--- config.mk ---
export PLATFORM = sky130hd
export DESIGN_NAME = bram_stream_reader_flat
export DESIGN_NICKNAME = d
export VERILOG_FILES = /design/src/rtl/bram_stream_pkg.sv /design/src/rtl/bram_stream_reader_if.sv /design/src/rtl/bram_adr_counter.sv /design/src/rtl/bram_stream_reader.sv /design/src/flat_wrapper.sv
export SDC_FILE = /design/constraint.sdc
export NUM_CORES = 1
export LEC_CHECK = 0
export ABC_AREA = 1
export BUFFER_PORTS_ARGS = -buffer_cell sky130_fd_sc_hd__buf_4
export CORE_UTILIZATION = 48
export DETAILED_ROUTE_END_ITERATION = 8
export HOLD_SLACK_MARGIN = 0.12
export PLACE_DENSITY_LB_ADDON = 0.3
export SYNTH_ARGS = -nofsm -noshare
export SYNTH_HDL_FRONTEND = slang
export SYNTH_SLANG_ARGS = --single-unit
--- constraint.sdc ---
create_clock -name CLK -period 1.5 [get_ports CLK]
set_input_delay 0.075 -clock CLK [delete_from_list [all_inputs] [get_ports CLK]]
set_output_delay 0.075 -clock CLK [all_outputs]
set_load 0.02 [all_outputs]
--- src/rtl/bram_stream_pkg.sv ---
// Shared types and width helpers for the BRAM stream reader.
// Optional looping is enabled by defining BRAM_STREAM_LOOP_EN.
package bram_stream_pkg;

  typedef enum logic [1:0] {
    IDLE   = 2'd0,
    STREAM = 2'd1,
    DRAIN  = 2'd2
  } state_e;

  // Address width for a given BRAM depth, never below one bit.
  function automatic int unsigned adr_width(input int unsigned depth);
    return (depth > 1) ? $clog2(depth) : 1;
  endfunction

  // Burst length field needs one extra bit so a full-depth burst fits.
  function automatic int unsigned len_width(input int unsigned depth);
    return adr_width(depth) + 1;
  endfunction

endpackage

--- src/rtl/bram_stream_reader_if.sv ---
// Request, BRAM and stream signals of the BRAM stream reader.
// LOOP exists only when BRAM_STREAM_LOOP_EN is defined.
interface bram_stream_reader_if
  import bram_stream_pkg::*;
#(
  parameter int unsigned BITWIDTH = 12,
  parameter int unsigned RAMWIDTH = 32
) ();

  localparam int unsigned AW = adr_width(RAMWIDTH);
  localparam int unsigned LW = len_width(RAMWIDTH);

  logic                START;
  logic [AW-1:0]       ADR_START;
  logic [LW-1:0]       LENGTH;
`ifdef BRAM_STREAM_LOOP_EN
  logic                LOOP;
`endif
  logic                BRAM_EN;
  logic                BRAM_WE;
  logic [AW-1:0]       BRAM_ADR;
  logic [BITWIDTH-1:0] BRAM_DOUT;
  logic [BITWIDTH-1:0] DOUT;
  logic                DOUT_VALID;
  logic                DOUT_READY;
  logic                BUSY;
  logic                DONE;

  modport master (
`ifdef BRAM_STREAM_LOOP_EN
    input  LOOP,
`endif
    input  START, ADR_START, LENGTH, BRAM_DOUT, DOUT_READY,
    output BRAM_EN, BRAM_WE, BRAM_ADR, DOUT, DOUT_VALID, BUSY, DONE
  );

  modport slave (
`ifdef BRAM_STREAM_LOOP_EN
    output LOOP,
`endif
    output START, ADR_START, LENGTH, BRAM_DOUT, DOUT_READY,
    input  BRAM_EN, BRAM_WE, BRAM_ADR, DOUT, DOUT_VALID, BUSY, DONE
  );

endinterface

--- src/rtl/bram_adr_counter.sv ---
// BRAM read address register: load, increment, wrap at RAMWIDTH-1.
module bram_adr_counter
  import bram_stream_pkg::*;
#(
  parameter  int unsigned RAMWIDTH = 32,
  localparam int unsigned AW       = adr_width(RAMWIDTH)
) (
  input  logic          clk,
  input  logic          rst_n,
  input  logic          load,
  input  logic          inc,
  input  logic [AW-1:0] load_adr,
  output logic [AW-1:0] adr
);

  logic [AW-1:0] adr_q, adr_d;

  // Load wins over increment so a loop restart lands exactly on the start address.
  always_comb begin
    adr_d = adr_q;
    if (load) begin
      adr_d = load_adr;
    end else if (inc) begin
      adr_d = (adr_q == AW'(RAMWIDTH - 1)) ? '0 : adr_q + AW'(1);
    end
  end

  always_ff @(posedge clk) begin
    if (!rst_n) begin
      adr_q <= '0;
    end else begin
      adr_q <= adr_d;
    end
  end

  assign adr = adr_q;

endmodule

--- src/rtl/bram_stream_reader.sv ---
// Reads a burst of words from a single-port BRAM and streams them out valid/ready.
// Defining BRAM_STREAM_LOOP_EN adds the LOOP input for continuous repeat of the burst.
module bram_stream_reader
  import bram_stream_pkg::*;
#(
  parameter int unsigned BITWIDTH = 12,
  parameter int unsigned RAMWIDTH = 32
) (
  input logic                  CLK,
  input logic                  nRST,
  bram_stream_reader_if.master bus
);

  localparam int unsigned AW = adr_width(RAMWIDTH);
  localparam int unsigned LW = len_width(RAMWIDTH);
  localparam logic [LW-1:0] LEN_MAX = LW'(RAMWIDTH);

  state_e              state_q, state_d;
  logic [BITWIDTH-1:0] dout_q, dout_d;
  logic                dout_valid_q, dout_valid_d;
  logic                busy_q, busy_d;
  logic                done_q, done_d;
  logic                bram_en_q;
  logic [LW-1:0]       count_q, count_d;
  logic [LW-1:0]       len_q, len_d;
  logic [AW-1:0]       start_adr_q, start_adr_d;

  logic [LW-1:0]       len_sat;
  logic                loop_en;
  logic                load_word;
  logic                last_word;
  logic                adr_load;
  logic                adr_inc;
  logic [AW-1:0]       adr_load_val;
  logic [AW-1:0]       bram_adr;

  assign len_sat = (bus.LENGTH > LEN_MAX) ? LEN_MAX : bus.LENGTH;

`ifdef BRAM_STREAM_LOOP_EN
  assign loop_en = bus.LOOP;
`else
  assign loop_en = 1'b0;
`endif

  bram_adr_counter #(
    .RAMWIDTH (RAMWIDTH)
  ) u_adr_counter (
    .clk      (CLK),
    .rst_n    (nRST),
    .load     (adr_load),
    .inc      (adr_inc),
    .load_adr (adr_load_val),
    .adr      (bram_adr)
  );

  // Next-state and datapath control.
  always_comb begin
    state_d      = state_q;
    dout_d       = dout_q;
    dout_valid_d = dout_valid_q;
    busy_d       = busy_q;
    done_d       = 1'b0;
    count_d      = count_q;
    len_d        = len_q;
    start_adr_d  = start_adr_q;
    adr_load     = 1'b0;
    adr_inc      = 1'b0;
    adr_load_val = start_adr_q;
    load_word    = (state_q == STREAM) && (!dout_valid_q || bus.DOUT_READY);
    last_word    = load_word && (count_q == LW'(1));

    case (state_q)
      IDLE: begin
        if (bus.START) begin
          if (len_sat != '0) begin
            state_d      = STREAM;
            busy_d       = 1'b1;
            count_d      = len_sat;
            len_d        = len_sat;
            start_adr_d  = bus.ADR_START;
            adr_load     = 1'b1;
            adr_load_val = bus.ADR_START;
          end else begin
            done_d = 1'b1;
          end
        end
      end

      STREAM: begin
        if (load_word) begin
          dout_d       = bus.BRAM_DOUT;
          dout_valid_d = 1'b1;
          adr_inc      = 1'b1;
          count_d      = count_q - LW'(1);
          // Looping restarts the pass seamlessly; otherwise wait for the final handshake.
          if (last_word) begin
            if (loop_en) begin
              adr_load = 1'b1;
              count_d  = len_q;
              done_d   = 1'b1;
            end else begin
              state_d = DRAIN;
            end
          end
        end
      end

      DRAIN: begin
        if (dout_valid_q && bus.DOUT_READY) begin
          dout_valid_d = 1'b0;
          done_d       = 1'b1;
          busy_d       = 1'b0;
          state_d      = IDLE;
        end
      end

      default: begin
        state_d = IDLE;
      end
    endcase
  end

  // BRAM_EN drops only in reset, which intentionally reinitialises the BRAM contents.
  always_ff @(posedge CLK) begin
    if (!nRST) begin
      state_q      <= IDLE;
      dout_q       <= '0;
      dout_valid_q <= 1'b0;
      busy_q       <= 1'b0;
      done_q       <= 1'b0;
      bram_en_q    <= 1'b0;
      count_q      <= '0;
      len_q        <= '0;
      start_adr_q  <= '0;
    end else begin
      state_q      <= state_d;
      dout_q       <= dout_d;
      dout_valid_q <= dout_valid_d;
      busy_q       <= busy_d;
      done_q       <= done_d;
      bram_en_q    <= 1'b1;
      count_q      <= count_d;
      len_q        <= len_d;
      start_adr_q  <= start_adr_d;
    end
  end

  assign bus.BRAM_EN    = bram_en_q;
  assign bus.BRAM_WE    = 1'b0;
  assign bus.BRAM_ADR   = bram_adr;
  assign bus.DOUT       = dout_q;
  assign bus.DOUT_VALID = dout_valid_q;
  assign bus.BUSY       = busy_q;
  assign bus.DONE       = done_q;

endmodule

--- src/flat_wrapper.sv ---
// flat-port wrapper written by rule: the top's interface ports become plain ports
module bram_stream_reader_flat import bram_stream_pkg::*;
#(
  parameter int unsigned BITWIDTH = 12,
  parameter int unsigned RAMWIDTH = 32
)
  (CLK, nRST, bus_START, bus_ADR_START, bus_LENGTH, bus_BRAM_DOUT, bus_DOUT_READY, bus_BRAM_EN, bus_BRAM_WE, bus_BRAM_ADR, bus_DOUT, bus_DOUT_VALID, bus_BUSY, bus_DONE);
  bram_stream_reader_if #(.BITWIDTH(BITWIDTH), .RAMWIDTH(RAMWIDTH)) bus_i ();
  input logic CLK;
  input logic nRST;
  input wire logic [$bits(bus_i.START)-1:0] bus_START;
  input wire logic [$bits(bus_i.ADR_START)-1:0] bus_ADR_START;
  input wire logic [$bits(bus_i.LENGTH)-1:0] bus_LENGTH;
  input wire logic [$bits(bus_i.BRAM_DOUT)-1:0] bus_BRAM_DOUT;
  input wire logic [$bits(bus_i.DOUT_READY)-1:0] bus_DOUT_READY;
  output wire logic [$bits(bus_i.BRAM_EN)-1:0] bus_BRAM_EN;
  output wire logic [$bits(bus_i.BRAM_WE)-1:0] bus_BRAM_WE;
  output wire logic [$bits(bus_i.BRAM_ADR)-1:0] bus_BRAM_ADR;
  output wire logic [$bits(bus_i.DOUT)-1:0] bus_DOUT;
  output wire logic [$bits(bus_i.DOUT_VALID)-1:0] bus_DOUT_VALID;
  output wire logic [$bits(bus_i.BUSY)-1:0] bus_BUSY;
  output wire logic [$bits(bus_i.DONE)-1:0] bus_DONE;
  assign bus_i.START = bus_START;
  assign bus_i.ADR_START = bus_ADR_START;
  assign bus_i.LENGTH = bus_LENGTH;
  assign bus_i.BRAM_DOUT = bus_BRAM_DOUT;
  assign bus_i.DOUT_READY = bus_DOUT_READY;
  assign bus_BRAM_EN = bus_i.BRAM_EN;
  assign bus_BRAM_WE = bus_i.BRAM_WE;
  assign bus_BRAM_ADR = bus_i.BRAM_ADR;
  assign bus_DOUT = bus_i.DOUT;
  assign bus_DOUT_VALID = bus_i.DOUT_VALID;
  assign bus_BUSY = bus_i.BUSY;
  assign bus_DONE = bus_i.DONE;
  bram_stream_reader #(.BITWIDTH(BITWIDTH), .RAMWIDTH(RAMWIDTH)) u_core (.CLK(CLK), .nRST(nRST), .bus(bus_i));
endmodule
* Yosys cells after proc, flatten, opt, wreduce, memory -nomap -nowiden
Index checks and enable logic that the tools add are counted.
** Word-level totals
- Output and inout port bits :: 22
- Word-level logic and storage cells :: 70
- Register bits :: 34
- Bits of input ports :: 27
** Operators by class
- Eq/ne operators :: 9
- $lt $le $gt $ge :: 1
- Add/sub/neg operators :: 2
- Reduce and logical (&&, ||, !) cells :: 16
- Muxes and demuxes :: 33
** Operators with widths (number)
- 2-to-1 mux 5 bit :: 6
- 2-to-1 mux 6 bit :: 4
- 2-to-1 mux 1 bit :: 13
- one-hot mux 6 bit (2 select lines) :: 1
- 2-to-1 mux 2 bit :: 5
- != test 2 x 1 -> 1 bit, second input constant :: 4
- AND reduction 4 bit :: 2
- nonzero test 2 bit :: 4
- == test 6 x 1 -> 1 bit, second input constant :: 1
- greater-than comparator 6 bit, second input constant :: 1
- one-hot mux 1 bit (2 select lines) :: 3
- one-hot mux 2 bit (3 select lines) :: 1
- nonzero test 6 bit :: 1
- subtractor 6 x 1 -> 6 bit, second input constant :: 1
- adder 5 x 1 -> 5 bit, second input constant :: 1
- == test 5 bit, second input constant :: 1
- AND reduction 5 bit :: 1
- logical AND 1 bit :: 3
- AND reduction 3 bit :: 1
- == test 2 x 1 -> 1 bit, second input constant :: 1
- == test 2 bit, second input constant :: 1
- logical NOT 2 bit :: 1
- != test 2 bit, second input constant :: 1
- AND reduction 2 bit :: 1
- other kinds (2) :: 2

* Longest topological paths before layout
- Depth in word-level cells :: 7
- Gate-level depth with buffers :: 9
- Gate-level depth less buffers :: 9

* Hierarchy
From an unflattened synthesis, not the netlist that was laid out.
** Unflattened totals
- Cells, all modules :: 242
- Area, all modules :: 1710.4 µm²
** Modules (own cells, without submodules)
- bram_stream_reader :: times used 1, sequential area each 580.6 µm², area each 1382.6 µm², cells each 192
- bram_adr_counter :: times used 1, sequential area each 100.1 µm², area each 327.8 µm², cells each 50

* Least setup slack after synthesis
OpenSTA, ideal clock, no wires.
- Path type :: register to register
- Start point :: reg u_core.u_adr_counter.adr_q[0], in the netlist u_core.u_adr_counter.adr[0]
- End point :: reg u_core.u_adr_counter.adr_q[3], in the netlist u_core.u_adr_counter.adr[3]
- Setup slack :: 0.098 ns
- Path buffers :: 0
- Clock period less this slack :: 1.402 ns
- Cell stages (with the launch flop) :: 10
- Arrival :: 1.346 ns
- Setup time :: 0.056 ns
- Data required time :: 1.444 ns
- Path through :: dfxtp_1 > ha_1 > nand2_1 > nor2_1 > ha_1 > a21oi_1 > o21ai_0 > o211ai_1 > nand2_1 > inv_1
** Between the ends
- Longest elaborated chain between the ends :: 4
- Elaborated cells on any way between the ends :: 5
- Classes of those cells :: add/sub: 1; eq/ne: 1; mux: 3
** Ends and longest elaborated chain
- start: declaration :: RTL line bram_adr_counter.sv:16 : logic [AW-1:0] adr_q, adr_d;
- start signal: assignment :: RTL line bram_adr_counter.sv:32 : adr_q <= adr_d;
- adder 5 x 1 -> 5 bit / == test 5 bit (equally long branches) :: RTL line bram_adr_counter.sv:24 : adr_d = (adr_q == AW'(RAMWIDTH - 1)) ? '0 : adr_q + AW'(1);
- 2-to-1 mux 5 bit (*) :: RTL line bram_adr_counter.sv:24
- 2-to-1 mux 5 bit (*) :: RTL line bram_adr_counter.sv:23 : end else if (inc) begin
- 2-to-1 mux 5 bit (*) :: RTL line bram_adr_counter.sv:21 : if (load) begin
Every way passes the cells marked *; elsewhere a longest branch is shown, timed or not. The select of a mux whose other input is x is not followed.
A chain may end at the register's enable or synchronous reset.

* Worst setup path after layout
- Start point :: in bus_LENGTH[5]
- End point :: reg u_core.u_adr_counter.adr_q[1], in the netlist u_core.u_adr_counter.adr[1]
** Between the ends
- Longest elaborated chain between the ends :: 7
- Elaborated cells on any way between the ends :: 11
- Classes of those cells :: order compare: 1; mux: 8; reduce/logical: 2
** Ends and longest elaborated chain
- start: declaration :: RTL line flat_wrapper.sv:13 : input wire logic [$bits(bus_i.LENGTH)-1:0] bus_LENGTH;
- greater-than comparator 6 bit :: RTL line bram_stream_reader.sv:37 : assign len_sat = (bus.LENGTH > LEN_MAX) ? LEN_MAX : bus.LENGTH;
- 2-to-1 mux 6 bit (*) :: RTL line bram_stream_reader.sv:37
- nonzero test 6 bit (*) :: RTL line bram_stream_reader.sv:75 : if (len_sat != '0) begin
- 2-to-1 mux 5 bit / 2-to-1 mux 1 bit (equally long branches)
- 2-to-1 mux 5 bit / 2-to-1 mux 1 bit (equally long branches) :: RTL line bram_stream_reader.sv:74 : if (bus.START) begin
- 2-to-1 mux 5 bit / 2-to-1 mux 1 bit (equally long branches)
- 2-to-1 mux 5 bit / nonzero test 2 bit (equally long branches)
Every way passes the cells marked *; elsewhere a longest branch is shown, timed or not.

==> results.toml <==
[yosys]
synth_seq_cells = 29
yosysUniqueCellTypes = 29
synth_cells = 186
syn-cell-area_mm2 = 0.00138
synth_top_area_cell = "dfxtp_1"
synth-edff-count = 0
synth_xor_area_share_pct = 0.633
synth_top_cells_by_area = "dfxtp_1 42%, nor2_1 8.7%, o21ai_0 7.2%"
synthSimpleGateAreaFrac_pct = 29.9
synth_top_cell_area_share_pct = 42.0
synth_top_family_by_area = "simple AND/OR/NAND/NOR gates"
synth-compound-area-share_pct = 16.3
synth.area.mux_share_pct = 0
syn_nets = 217
syn_avg_cell_area_um2 = 7.44
synth-adder-area-share_pct = 3.62
synth_warnings = 0
synthFlopType = "dfxtp_1"
synthArstFlopShare_pct = 0
synth-seq-area-share_pct = 42.0

[cells_and_area]
nets = 290
fill_cells = 206
layout-drive-gt1-share_pct = 28.8
regArea_um2 = 586
most-common-layout-cells = "50 x buf_4, 32 x nor2_1, 27 x dfxtp_1"
antenna_cells = 0
final_common_cell = "buf_4"
syn2layout_area_growth_pct = 51.2
multi_input_area_um2 = 709

[global_routing]
grt_pass1_wl_um = 6200
gr-total-overflow = 0
grt_pass1_vias = 1401
grt_max_degree = 20
antenna_found_initial = 0
grt_use_total_pct = 25.9

[outcome]
outcome = "finished, final reports clean"

[timing]
fmax_mhz = 719
finalCriticalPeriod_ns = 1.39
period_share_pct = 92.8
setup_viol = 0
finClkSkew_ns = 0.00865
hold_violations = 0
holdWs_ns = 0.142
fin_setup_tns_ns = 0
rsz0062_at_grt = "false"
finalMaxSlewViolations = 0

[min_path]
min_path_type = "primary input to register"
min-delay-start = "bus_LENGTH[2]"
hold_end = "u_core.bus.DONE"
hold_depth = 6

[critical_path]
crit_chain = "dlygate4sd3_1, buf_4, clkinvlp_4, nand4_4, nand2_4, nand2_8, inv_4, nand2_1, a31oi_1"
crit_family = "buffers and inverters"
critPathBufInv = 4
arrival_ns = 1.65
crit_path_top_delay_cell = "dlygate4sd3_1"
r2r-end = "u_core.u_adr_counter.adr[3]"
worstReg2RegStart = "u_core.u_adr_counter.adr[0]"
max_stage_delay_ns = 0.56
path_max_fanout = 10
worstSetupStartpointType = "primary input"
reg2reg_depth = 9
crit_type = "primary input to register"
r2r_slack_ns = 0.11
cp.required_ns = 1.76
crit_path_end_kind = "register"

[floorplan]
num_rows = 19
die_area_mm2 = 0.00310
core_area_mm2 = 0.00273
io_pins = 49
die_h_um = 55.7
chipWidth_um = 55.7
initial_core_util_pct = 50.6

[cts]
cts.htree.levels = 2
clk_pin_slew_worst_paths_ns = 0.09
cts_root_buffer = "clkbuf_4"
clockBufferDepth = 2
cts_tree = "done"
cts_buffers = 5
cts.sinks = 29
clk_latency_ns = 0.34

[detailed_routing]
drc = 0
via_per_inst = 5.31
firstDrtPassIters = 4
wl_per_cell_um = 13.0
drt_iter0_drc = 81
routed_wl_um = 3770
ant_nets = 0
vias = 1546

[place]
hpwl_um = 2320
portBuffers = 47
gp_congestion = 0.772

[pwr]
power_w = 0.00221
power.leakage_nw = 0.941
powerDensity_mw_per_mm2 = 1060
ir_drop_mv = 0.762

[job]
drv_cap = 0
cell families (layout without fill, tap and decap cells):
logic type	count (synthesis)	count (layout)
AO/OA/AOI/OAI	43	43
XOR/XNOR	1	1
adder cells (fa/ha/maj)	4	4
buffers and inverters	25	99
flip-flops	29	29
other	1	1
AND/OR/NAND/NOR	83	83
worst min-delay path: stages:
cell     delay [ns]
buf_4          0.09
nor2_2         0.04
inv_1          0.04
nor2_1         0.04
nand3_1        0.06
a21oi_1        0.07
per-stage QoR:
step / cells / utilization [%] / setup slack, ns / area (µm²)
detailed placement: 260 / 64.5 / 0.0959 / 1760
global placement: 260 / 64.5 / 0.150 / 1760
global route: 291 / 76.5 / 0.00457 / 2090
finish: 291 / 76.5 / 0.108 / 2090
CTS: 290 / 75.7 / 0.0705 / 2070
floorplan: 186 / - / 0.0976 / 1380
cells in the mapped netlist (all sizes together) (2+ instances only):
cell / count
nor2: 35
dfxtp: 29
nand2: 27
o21ai: 24
inv: 18
nand3: 15
a21oi: 12
a31oi: 6
ha: 4
buf: 3
clkbuf: 3
nand4: 3
or2: 2
power by group:
| group | switching, W | total (W) | leakage [nW] | internal [W] |
|---|---|---|---|---|
| Combinational | 0.000344 | 0.000625 | 0.655 | 0.000281 |
| Clock | 0.000280 | 0.000678 | 0.0455 | 0.000398 |
| Sequential | 0.0000550 | 0.000906 | 0.240 | 0.000851 |
state kept, by name (all words and copies together) (netlist names):
signal / count
u_core.state_q: 2
u_core.bus.BRAM_EN: 1
u_core.bus.BUSY: 1
u_core.bus.DONE: 1
u_core.u_adr_counter.adr: 5
u_core.bus.DOUT: 12
u_core.count_q: 6
u_core.bus.DOUT_VALID: 1
area by class of cell:
cell class              count  share of cell area (%)
well taps                  31                    1.85
inverters                  19                    3.71
flip-flops and latches     29                    28.0
clock buffers               7                    2.63
clock inverters             1                    1.44
multi-input cells         132                    33.9
repair buffers             72                    28.5
per-layer routing:
layer | vias up | routed length, µm | GRT usage, %
met4 | 0 | 148 | 16.1
met1 | 702 | 1510 | 30.9
met2 | 70 | 1880 | 42.7
met3 | 16 | 239 | 5.35
met5 | - | 0 | 0
li1 | 758 | - | -
what timing repair did:
| action | in CTS | in global routing |
|---|---|---|
| endpoints found under the setup margin | 0 | 4 |
| endpoints found under the hold margin | 23 | 0 |
| hold buffers | 22 | 0 |
| resized for setup | 0 | 7 |
| setup buffers | 0 | 1 |
worst max path at each step:
stage / from / endpoint / slack, ns / cells after the start
floorplan: u_core.u_adr_counter.adr[0] / u_core.u_adr_counter.adr[3] / 0.1 / 9
global placement: u_core.u_adr_counter.adr[0] / u_core.u_adr_counter.adr[3] / 0.15 / 9
detailed placement: u_core.u_adr_counter.adr[0] / u_core.u_adr_counter.adr[3] / 0.1 / 9
CTS: u_core.u_adr_counter.adr[0] / u_core.u_adr_counter.adr[3] / 0.07 / 9
global route: u_core.u_adr_counter.adr[0] / u_core.u_adr_counter.adr[3] / 0.005 / 9
finish: bus_LENGTH[5] / u_core.u_adr_counter.adr[1] / 0.11 / 9
No activity file was read; power rests on OpenSTA's default activity.
